## src/rtl/skolem_pkg.sv

```systemverilog
// Shared types and helpers for the Skolem evaluation arbiter: FSM states and
// the round-robin winner search.
package skolem_pkg;

   localparam int MIRROR_W = 20;
   localparam int MAX_REQ  = 8;
   localparam int PTR_W    = 3;

   typedef enum logic [1:0] {
      IDLE = 2'd0,
      EVAL = 2'd1,
      RESP = 2'd2
   } state_t;

   typedef struct packed {
      logic             found;
      logic [PTR_W-1:0] idx;
   } rr_pick_t;

   // First set bit of valid[n-1:0], scanning ptr, ptr+1, ... modulo n.
   function automatic rr_pick_t rr_pick(input logic [MAX_REQ-1:0] valid,
                                        input logic [PTR_W-1:0]   ptr,
                                        input int                 n);
      rr_pick_t r;
      int       k;
      r = '0;
      for (int i = 0; i < MAX_REQ; i++) begin
         k = (int'(ptr) + i) % n;
         if (i < n && !r.found && valid[k]) begin
            r.found = 1'b1;
            r.idx   = PTR_W'(k);
         end
      end
      return r;
   endfunction

endpackage

```

## src/rtl/skolem_mirror_core.sv

```systemverilog
// Combinational mirror Skolem function (y = x); any generated Skolem netlist
// with the same port shape can be dropped in here.
module skolem_mirror_core #(
   parameter int W = 20
) (
   input  logic [W-1:0] x,
   output logic [W-1:0] y
);

   assign y = x;

endmodule

```

## src/rtl/skolem_eval_arbiter.sv

```systemverilog
// Round-robin front end that time-shares one Skolem core among N_REQ harnesses,
// registers each result, flags y != x, and keeps saturating pass/fail counters.
module skolem_eval_arbiter
   import skolem_pkg::*;
#(
   parameter int W     = MIRROR_W,
   parameter int N_REQ = 4,
   parameter int ID_W  = 2,
   parameter int CNT_W = 16
) (
   input  logic               clk,
   input  logic               rst_n,
   input  logic [N_REQ-1:0]   req_valid,
   output logic [N_REQ-1:0]   req_ready,
   input  logic [N_REQ*W-1:0] req_x,
   output logic               resp_valid,
   input  logic               resp_ready,
   output logic [ID_W-1:0]    resp_id,
   output logic [W-1:0]       resp_y,
   output logic               resp_ok,
   input  logic               clr_cnt,
   output logic [CNT_W-1:0]   eval_cnt,
   output logic [CNT_W-1:0]   err_cnt,
   output logic               busy
);

   state_t           state, state_nxt;
   rr_pick_t         pick;
   logic [ID_W-1:0]  rr_ptr, id_q, grant_id;
   logic [N_REQ-1:0] grant_oh;
   logic [W-1:0]     x_q, core_y;
   logic             grant, resp_hs;

   assign pick = rr_pick(MAX_REQ'(req_valid), PTR_W'(rr_ptr), N_REQ);

   // NOTE: every combinational output gets a default first so no path infers a latch.
   always_comb begin
      grant_oh = '0;
      grant_id = '0;
      for (int k = 0; k < N_REQ; k++) begin
         if (int'(pick.idx) == k) begin
            grant_oh[k] = pick.found;
            grant_id    = ID_W'(k);
         end
      end
   end

   always_comb begin
      state_nxt  = state;
      req_ready  = '0;
      resp_valid = 1'b0;
      busy       = (state != IDLE);
      case (state)
         IDLE: begin
            // rst_n gate keeps ready low while reset is held with requests pending.
            if (rst_n) req_ready = grant_oh;
            if (pick.found) state_nxt = EVAL;
         end
         EVAL: state_nxt = RESP;
         RESP: begin
            resp_valid = 1'b1;
            if (resp_ready) state_nxt = IDLE;
         end
         default: state_nxt = IDLE;
      endcase
   end

   assign grant   = (state == IDLE) && pick.found;
   assign resp_hs = resp_valid && resp_ready;

   skolem_mirror_core #(.W(W)) u_core (
      .x (x_q),
      .y (core_y)
   );

   // NOTE: sequential state uses non-blocking assignments so every flop samples pre-edge values.
   always_ff @(posedge clk or negedge rst_n) begin
      if (!rst_n) state <= IDLE;
      else        state <= state_nxt;
   end

   always_ff @(posedge clk or negedge rst_n) begin
      if (!rst_n) begin
         x_q     <= '0;
         id_q    <= '0;
         rr_ptr  <= '0;
         resp_y  <= '0;
         resp_ok <= 1'b0;
         resp_id <= '0;
      end else begin
         if (grant) begin
            x_q  <= req_x[grant_id*W +: W];
            id_q <= grant_id;
         end
         if (state == EVAL) begin
            resp_y  <= core_y;
            resp_ok <= (core_y == x_q);
            resp_id <= id_q;
         end
         // Priority rotates past the requester just served.
         if (resp_hs) begin
            if (int'(id_q) == N_REQ-1) rr_ptr <= '0;
            else                       rr_ptr <= id_q + 1'b1;
         end
      end
   end

   always_ff @(posedge clk or negedge rst_n) begin
      if (!rst_n) begin
         eval_cnt <= '0;
         err_cnt  <= '0;
      end else if (clr_cnt) begin
         eval_cnt <= '0;
         err_cnt  <= '0;
      end else if (resp_hs) begin
         if (eval_cnt != '1)            eval_cnt <= eval_cnt + 1'b1;
         if (!resp_ok && err_cnt != '1) err_cnt  <= err_cnt + 1'b1;
      end
   end

endmodule

```

## config.mk

```make
export PLATFORM = sky130hd
export DESIGN_NAME = skolem_eval_arbiter
export DESIGN_NICKNAME = d
export VERILOG_FILES = /design/src/rtl/skolem_pkg.sv /design/src/rtl/skolem_mirror_core.sv /design/src/rtl/skolem_eval_arbiter.sv
export SDC_FILE = /design/constraint.sdc
export NUM_CORES = 1
export LEC_CHECK = 0
export CAP_MARGIN = 20
export CORE_MARGIN = 4
export CORE_UTILIZATION = 45
export DETAILED_ROUTE_END_ITERATION = 10
export GPL_ROUTABILITY_DRIVEN = 0
export PLACE_DENSITY = 0.91
export SYNTH_ARGS = -nofsm -noshare
export SYNTH_HDL_FRONTEND = slang
export SYNTH_SLANG_ARGS = --single-unit
```

## constraint.sdc

```tcl
create_clock -name clk -period 2.9 [get_ports clk]
set_clock_uncertainty 0.2 [all_clocks]
set_input_delay 0.58 -clock clk [delete_from_list [all_inputs] [get_ports clk]]
set_output_delay 0.58 -clock clk [all_outputs]
set_load 0.02 [all_outputs]
```

## Word level (Yosys, flattened, before mapping)

Index checks and enable logic that the tools add are counted.

- Multiply operators: 1
- Mux-type cells: 35
- Equality and inequality tests: 10
- Bitwise operators: 3
- Divide/modulo/power cells: 0
- $add $sub $neg: 6
- Reduce and logical (&&, ||, !) cells: 22
- Shifts and indexed selects: 1
- $lt $le $gt $ge: 4

Operator list:

| kind | number |
|---|---|
| 16-bit two-way mux | 6 |
| 80-bit by 8-bit indexed part select with 20-bit output | 1 |
| 16-bit by 1-bit adder with 16-bit output (second input constant) | 2 |
| 16-bit != test (second input constant) | 2 |
| 4-bit two-way mux | 6 |
| 3-bit by 5-bit < comparator with 1-bit output (second input constant) | 3 |
| 1-bit two-way mux | 13 |
| 2-bit two-way mux | 5 |
| 1-bit binary-select mux with 3-bit select | 3 |
| 2-bit nonzero test | 4 |
| 3-bit == test (second input constant) | 2 |
| 1-bit logical AND | 6 |
| 2-bit one-hot mux with 3 select lines | 1 |
| 2-bit AND reduction | 3 |
| 2-bit OR reduction | 3 |
| 2-bit by 3-bit multiplier with 5-bit output (second input constant) | 1 |
| 2-bit by 1-bit adder with 2-bit output (second input constant) | 2 |
| 2-bit adder (second input constant) | 2 |
| 2-bit by 1-bit == test with 1-bit output (second input constant) | 2 |
| 1-bit zero test | 4 |
| 2-bit by 4-bit < comparator with 1-bit output (second input constant) | 1 |
| 2-bit != test (second input constant) | 2 |
| 1-bit AND (first input constant) | 3 |
| 3-bit by 2-bit == test with 1-bit output (second input constant) | 1 |
| 4 further kinds | 4 |

- RAM bits: 0
- Memory bits (read-only): 0
- Memories kept: 0
- Bits in registers: 81
- Logic and storage cells: 91
- Input bits: 88
- Bits in latches: 0
- Output and inout port bits: 61

## Depth between registers and ports, before layout

- Word-level depth: 20
- Mapped depth: 7
- Depth with buffers taken out: 6

## Modules after synthesis

Synthesis repeated with hierarchy kept, for this count alone.

- Cell total of the unflattened synthesis: 431
- Area, all modules: 4,543.1 um^2

By module, submodules not included:

| module | cells an instance | instances | area an instance (um^2) | seq. area each (um^2) |
|---|---|---|---|---|
| skolem_eval_arbiter | 411 | 1 | 4,393.0 | 2,026.9 |
| skolem_mirror_core | 20 | 1 | 150.1 | 0.0 |

## Worst setup path after synthesis

No wires, ideal clock.

- Path kind: input to output
- Start point: in req_valid[0]
- End point: out req_ready[2]
- Data arrival time: 1.718 ns
- Buffers on the path: 2
- Slack: 0.402 ns
- Cell stages on the path: 7
- Data required time: 2.120 ns
- Cells stage by stage: a21oi_1 o21ai_1 o2bb2a_1 buf_2 buf_2 inv_2 nor2_1

- Cells in the longest elaborated chain, start to end: 16

Ends and longest elaborated chain:

| what | line | text |
|---|---|---|
| start: declaration | skolem_eval_arbiter.sv:13 | `input logic [N_REQ-1:0] req_valid,` |
| 1-bit binary-select mux with 2-bit select | skolem_pkg.sv:29 | `if (i < n && !r.found && valid[k]) begin` |
| 1-bit two-way mux (implied by the code) | skolem_pkg.sv:29 |  |
| 4-bit two-way mux | skolem_pkg.sv:29 |  |
| 1-bit zero test | skolem_pkg.sv:29 |  |
| 1-bit logical AND | skolem_pkg.sv:29 |  |
| 4-bit two-way mux | skolem_pkg.sv:29 |  |
| 1-bit zero test | skolem_pkg.sv:29 |  |
| 1-bit logical AND | skolem_pkg.sv:29 |  |
| 4-bit two-way mux | skolem_pkg.sv:29 |  |
| 1-bit zero test | skolem_pkg.sv:29 |  |
| 1-bit logical AND | skolem_pkg.sv:29 |  |
| 4-bit two-way mux (*) | skolem_pkg.sv:29 |  |
| 3-bit == test | skolem_eval_arbiter.sv:41 | `if (int'(pick.idx) == k) begin` |
| 1-bit two-way mux (*) | skolem_eval_arbiter.sv:41 |  |
| 4-bit two-way mux (*) | skolem_eval_arbiter.sv:56 | `if (rst_n) req_ready = grant_oh;` |
| 4-bit two-way mux (*) | skolem_eval_arbiter.sv:53 | `case (state)` |
| end: declaration | skolem_eval_arbiter.sv:14 | `output logic [N_REQ-1:0] req_ready,` |

Every way passes the cells marked *; elsewhere a longest branch is shown, timed or not. The select of a mux whose other input is x is not followed.

## Worst setup path after layout

- Start point: in req_valid[0]
- End point: out req_ready[0]

- Cells in the longest elaborated chain, start to end: 16

Ends and longest elaborated chain:

| what | line |
|---|---|
| 1-bit binary-select mux with 2-bit select | skolem_pkg.sv:29 |
| 1-bit two-way mux (implied by the code) | skolem_pkg.sv:29 |
| 4-bit two-way mux | skolem_pkg.sv:29 |
| 1-bit zero test | skolem_pkg.sv:29 |
| 1-bit logical AND | skolem_pkg.sv:29 |
| 4-bit two-way mux | skolem_pkg.sv:29 |
| 1-bit zero test | skolem_pkg.sv:29 |
| 1-bit logical AND | skolem_pkg.sv:29 |
| 4-bit two-way mux | skolem_pkg.sv:29 |
| 1-bit zero test | skolem_pkg.sv:29 |
| 1-bit logical AND | skolem_pkg.sv:29 |
| 4-bit two-way mux (*) | skolem_pkg.sv:29 |
| 3-bit zero test | skolem_eval_arbiter.sv:41 |
| 1-bit two-way mux (*) | skolem_eval_arbiter.sv:41 |
| 4-bit two-way mux (*) | skolem_eval_arbiter.sv:56 |
| 4-bit two-way mux (*) | skolem_eval_arbiter.sv:53 |

Marks and branches as above.

==> impl_results.md <==
* 1st-iter DRT viols at 83
* Post-CTS Setup Inserts at 0
* Final Slew Violations at 0
* Commonest cells in the netlist: dfrtp_1 (81), mux2i_1 (44), nor2_1 (40), nand2_1 (39), o221ai_1 (20)
* Setup Crit Path Kind: input port to primary output
* Post-synth top area share at 0.486
* Switching share of power at 0.343
* Synth warn at 0
* Antenna violations before repair at 0
* Filler cells at around 680
* Row count at 34
* CTS Sinks at slightly above 80
* Non-filler cells in the finished layout at 664
* Combinational share of power at 0.426
* Synthesis-stage register bit count at roughly 80
* CTS H-tree depth at 3
* Fin crit period at between 2 and 3 ns
* Clock power share at 0.199
* Switching Power at ~1.5 mW
* Slowest-stage cell, CP: clkdlybuf4s50_1
* Setup TNS at 0 ns
* Final Total Pwr at approximately 4.4 mW
* Die X at 104 um
* Crit path capture: req_ready[0]
* Clock Latency Late Sink at between 0.3 and 0.4 ns
* P per Cell Area at ~730 nW/um2
* RSZ-0062 raised after global routing: false
* # diodes at 0
* Crit path max-delay family: simple AND/OR/NAND/NOR gates
* Max-slew headroom at 0.572
* Netlist Area Pre-Place at 4170 um2
* CTS tree: done
* Most numerous cell on the critical path: nor2_1
* Layout cells sized above 1 at 0.0827
* Worst Slack Setup Final at 0.104 ns
* Buf/Inv on CP at 2
* Worst Setup End Kind: primary output
* Ranking of synthesized cells by area: dfrtp_1 (49%), mux2i_1 (11%), mux2_1 (4.9%)
* Clock-pin slew on the worst setup and hold paths at roughly 0.07 ns
* Vias at around 3600
* FF/Latch Area at 2030 um2
* Critical Path Max Stage Delay at ~0.47 ns
* Clock buffer count from CTS at 9
* Total internal power at just under 3 mW
* Placed Cells at 647
* Leak at between 2 and 3 nW
* Final net count at 643
* Multi-input gate area at between 2000 and 2500 um2
* Status: finished, final reports clean
* Number of flops mapped to enable cells by yosys at 0
* Pre-CTS WS at -0.332 ns
* R2R depth at 6
* R2r setup slk at slightly above 0.6 ns
* Final Hold Vio Count at 0
* Synth area leader: dfrtp_1
* Gate Count Post-Synth at roughly 400
* Pre-Repair DR Iteration Count at 4
* Grt total ovfl at 0
* Synth async-reset ratio at 1.00
* Max-cap violation count at 0
* Final ANT Viol Nets at 0
* Worst path arrival time at ~2.0 ns
* DR WL/cell at around 16 um
* Clock root buffer: clkbuf_8
* CP startpoint: req_valid[0]
* CP Cell Sequence: clkdlybuf4s50_1, mux2i_1, nor2_1, or3_1, nand3_1, nor2_1, buf_2
* Synth cell types at between 40 and 50
* Avg Cell Area, Syn at between 10 and 15 um2
* DRC at 0
* Vias in the first global route at between 3000 and 4000
* Drt total wl at 10.4 mm
* Die height at between 100 and 150 um
* Reg-to-Reg Start: rr_ptr[1]
* Via density at approximately 5.5
* Fmax achieved at 358 MHz
* Tcrit/Tclk final at 0.964
* Core footprint at approximately 9000 um2
* Initial Util at 0.469
* Worst hold margin at between 0.2 and 0.3 ns
* Reg power frac at 0.375
* Worst path depth at 7
* Most frequent cell after synthesis: dfrtp_1
* Global-route usage over all layers at 0.193
* Worst Path Required at approximately 2.1 ns
* Post-synth top flop: dfrtp_1
* Layout area overhead at 44.7%
* Syn Nets at roughly 490
* Pin count of the biggest net entering global routing at between 80 and 90
* Worst-margin pin slew at about 0.63 ns
* Sequential cell area fraction in the yosys report at 0.486
* Hold Path Class: flop to flop
* DP HPWL at around 7.9 mm
* Global-route wire length before repair at 17.3 mm
* CTS Buffer Depth at 2
* Die footprint at about 11000 um2
* Crit path launch type: input port
* Setup-failing EPs final at 0
* R2R Path End: x_q[12]
* Critical Path Fanout Max at 5
* VDD IR-drop max at about 350 uV
* Port bufs at approximately 150
* I/O pins at about 150
what timing repair did:
item                                   in CTS  in global routing
endpoints found under the hold margin       0                  6
setup endpoints to repair                   4                  4
gates resized for setup                    14                  4
pin swaps                                   0                  1
hold buffers                                0                  1
power by group through the flow:
stage               sequential (mW)  clock, mW  combinational [mW]
finish                         1.66      0.879                1.88
global route                   1.71      0.950                2.03
CTS                            1.66      0.903                1.90
detailed placement             1.68          0                1.90
global placement               1.66          0                1.84
floorplan                      1.83          0               0.949
cells in the final DEF, fill, tap and decap left out, types with 3 or more instances in the layout:
cell             netlist  layout
xnor2_1               13      13
o21ai_1               11      11
ha_1                   3       3
nand2b_1               4       4
and3_1                 7       7
nor3_1                10       9
mux2i_1               44      44
nor4_2                 4       4
mux2_2                 4       4
a21oi_1                5       5
mux2_1                18      18
buf_2                  6       4
nand4_1                8       8
o211ai_1               3       3
or2_1                  4       4
clkdlybuf4s50_1        0     142
or3_1                  3       3
xor2_1                14      14
nand2_1               39      39
nor2_1                40      40
buf_4                  0      14
nand3_1               13      13
o221ai_1              20      20
dfrtp_1               81      81
o21ai_0                3       3
clkbuf_8               0      10
inv_1                  6       6
logic make-up after synthesis:
kind of cell / Yosys count / synth area share
and+or+nand+nor: 145 / 0.174
DFF: 81 / 0.486
muxes: 66 / 0.165
AOI/OAI and AO/OA: 48 / 0.0822
buffers and inverters: 28 / 0.0270
xor gates and xnor gates: 27 / 0.0567
adders and majority gates: 3 / 0.00900
sequential cells by signal, summed over array words and instances, names as in the netlist:
| register | count |
|---|---|
| err_cnt | 16 |
| eval_cnt | 16 |
| id_q | 2 |
| resp_id | 2 |
| resp_ok | 1 |
| resp_y | 20 |
| rr_ptr | 2 |
| state | 2 |
| x_q | 20 |
worst reg2reg max path, cell delays in order (launching register included):
cell      delay (ns)
dfrtp_1         0.45
a21oi_1         0.17
o21ai_1         0.07
o2bb2a_2        0.28
buf_4           0.52
mux2i_1         0.32
o221ai_1        0.15
worst min-delay path by stage:
stage | startpoint | endpoint | cells past startpoint
2_1_floorplan | rst_n | err_cnt[0] | 0
3_3_place_gp | x_q[10] | resp_y[10] | 1
3_5_place_dp | x_q[7] | x_q[7] | 2
4_1_cts | x_q[12] | resp_y[12] | 1
5_1_grt | x_q[7] | x_q[7] | 2
6_report | x_q[12] | resp_y[12] | 1
final cells by class:
type / count / area share
Multi-Input combinational cell: 289 / 0.338
Sequential cell: 81 / 0.336
Timing Repair Buffer: 163 / 0.264
Clock buffer: 12 / 0.0240
Tap cell: 108 / 0.0224
Clock inverter: 3 / 0.0108
Inverter: 8 / 0.00497
through the flow:
step | util | instance area, um2
finish | 0.679 | 6040
global route | 0.679 | 6040
CTS | 0.675 | 6000
detailed placement | 0.653 | 5800
global placement | 0.653 | 5800
floorplan | - | 4170
routing by layer:
layer,up-vias,part of all wire,GRT usage
met5,-,0,0
met4,0,0.021,0.0769
met3,20,0.073,0.0534
met2,135,0.50,0.337
met1,1741,0.41,0.222
li1,1738,-,-
Power figures use the tool's default switching activity.
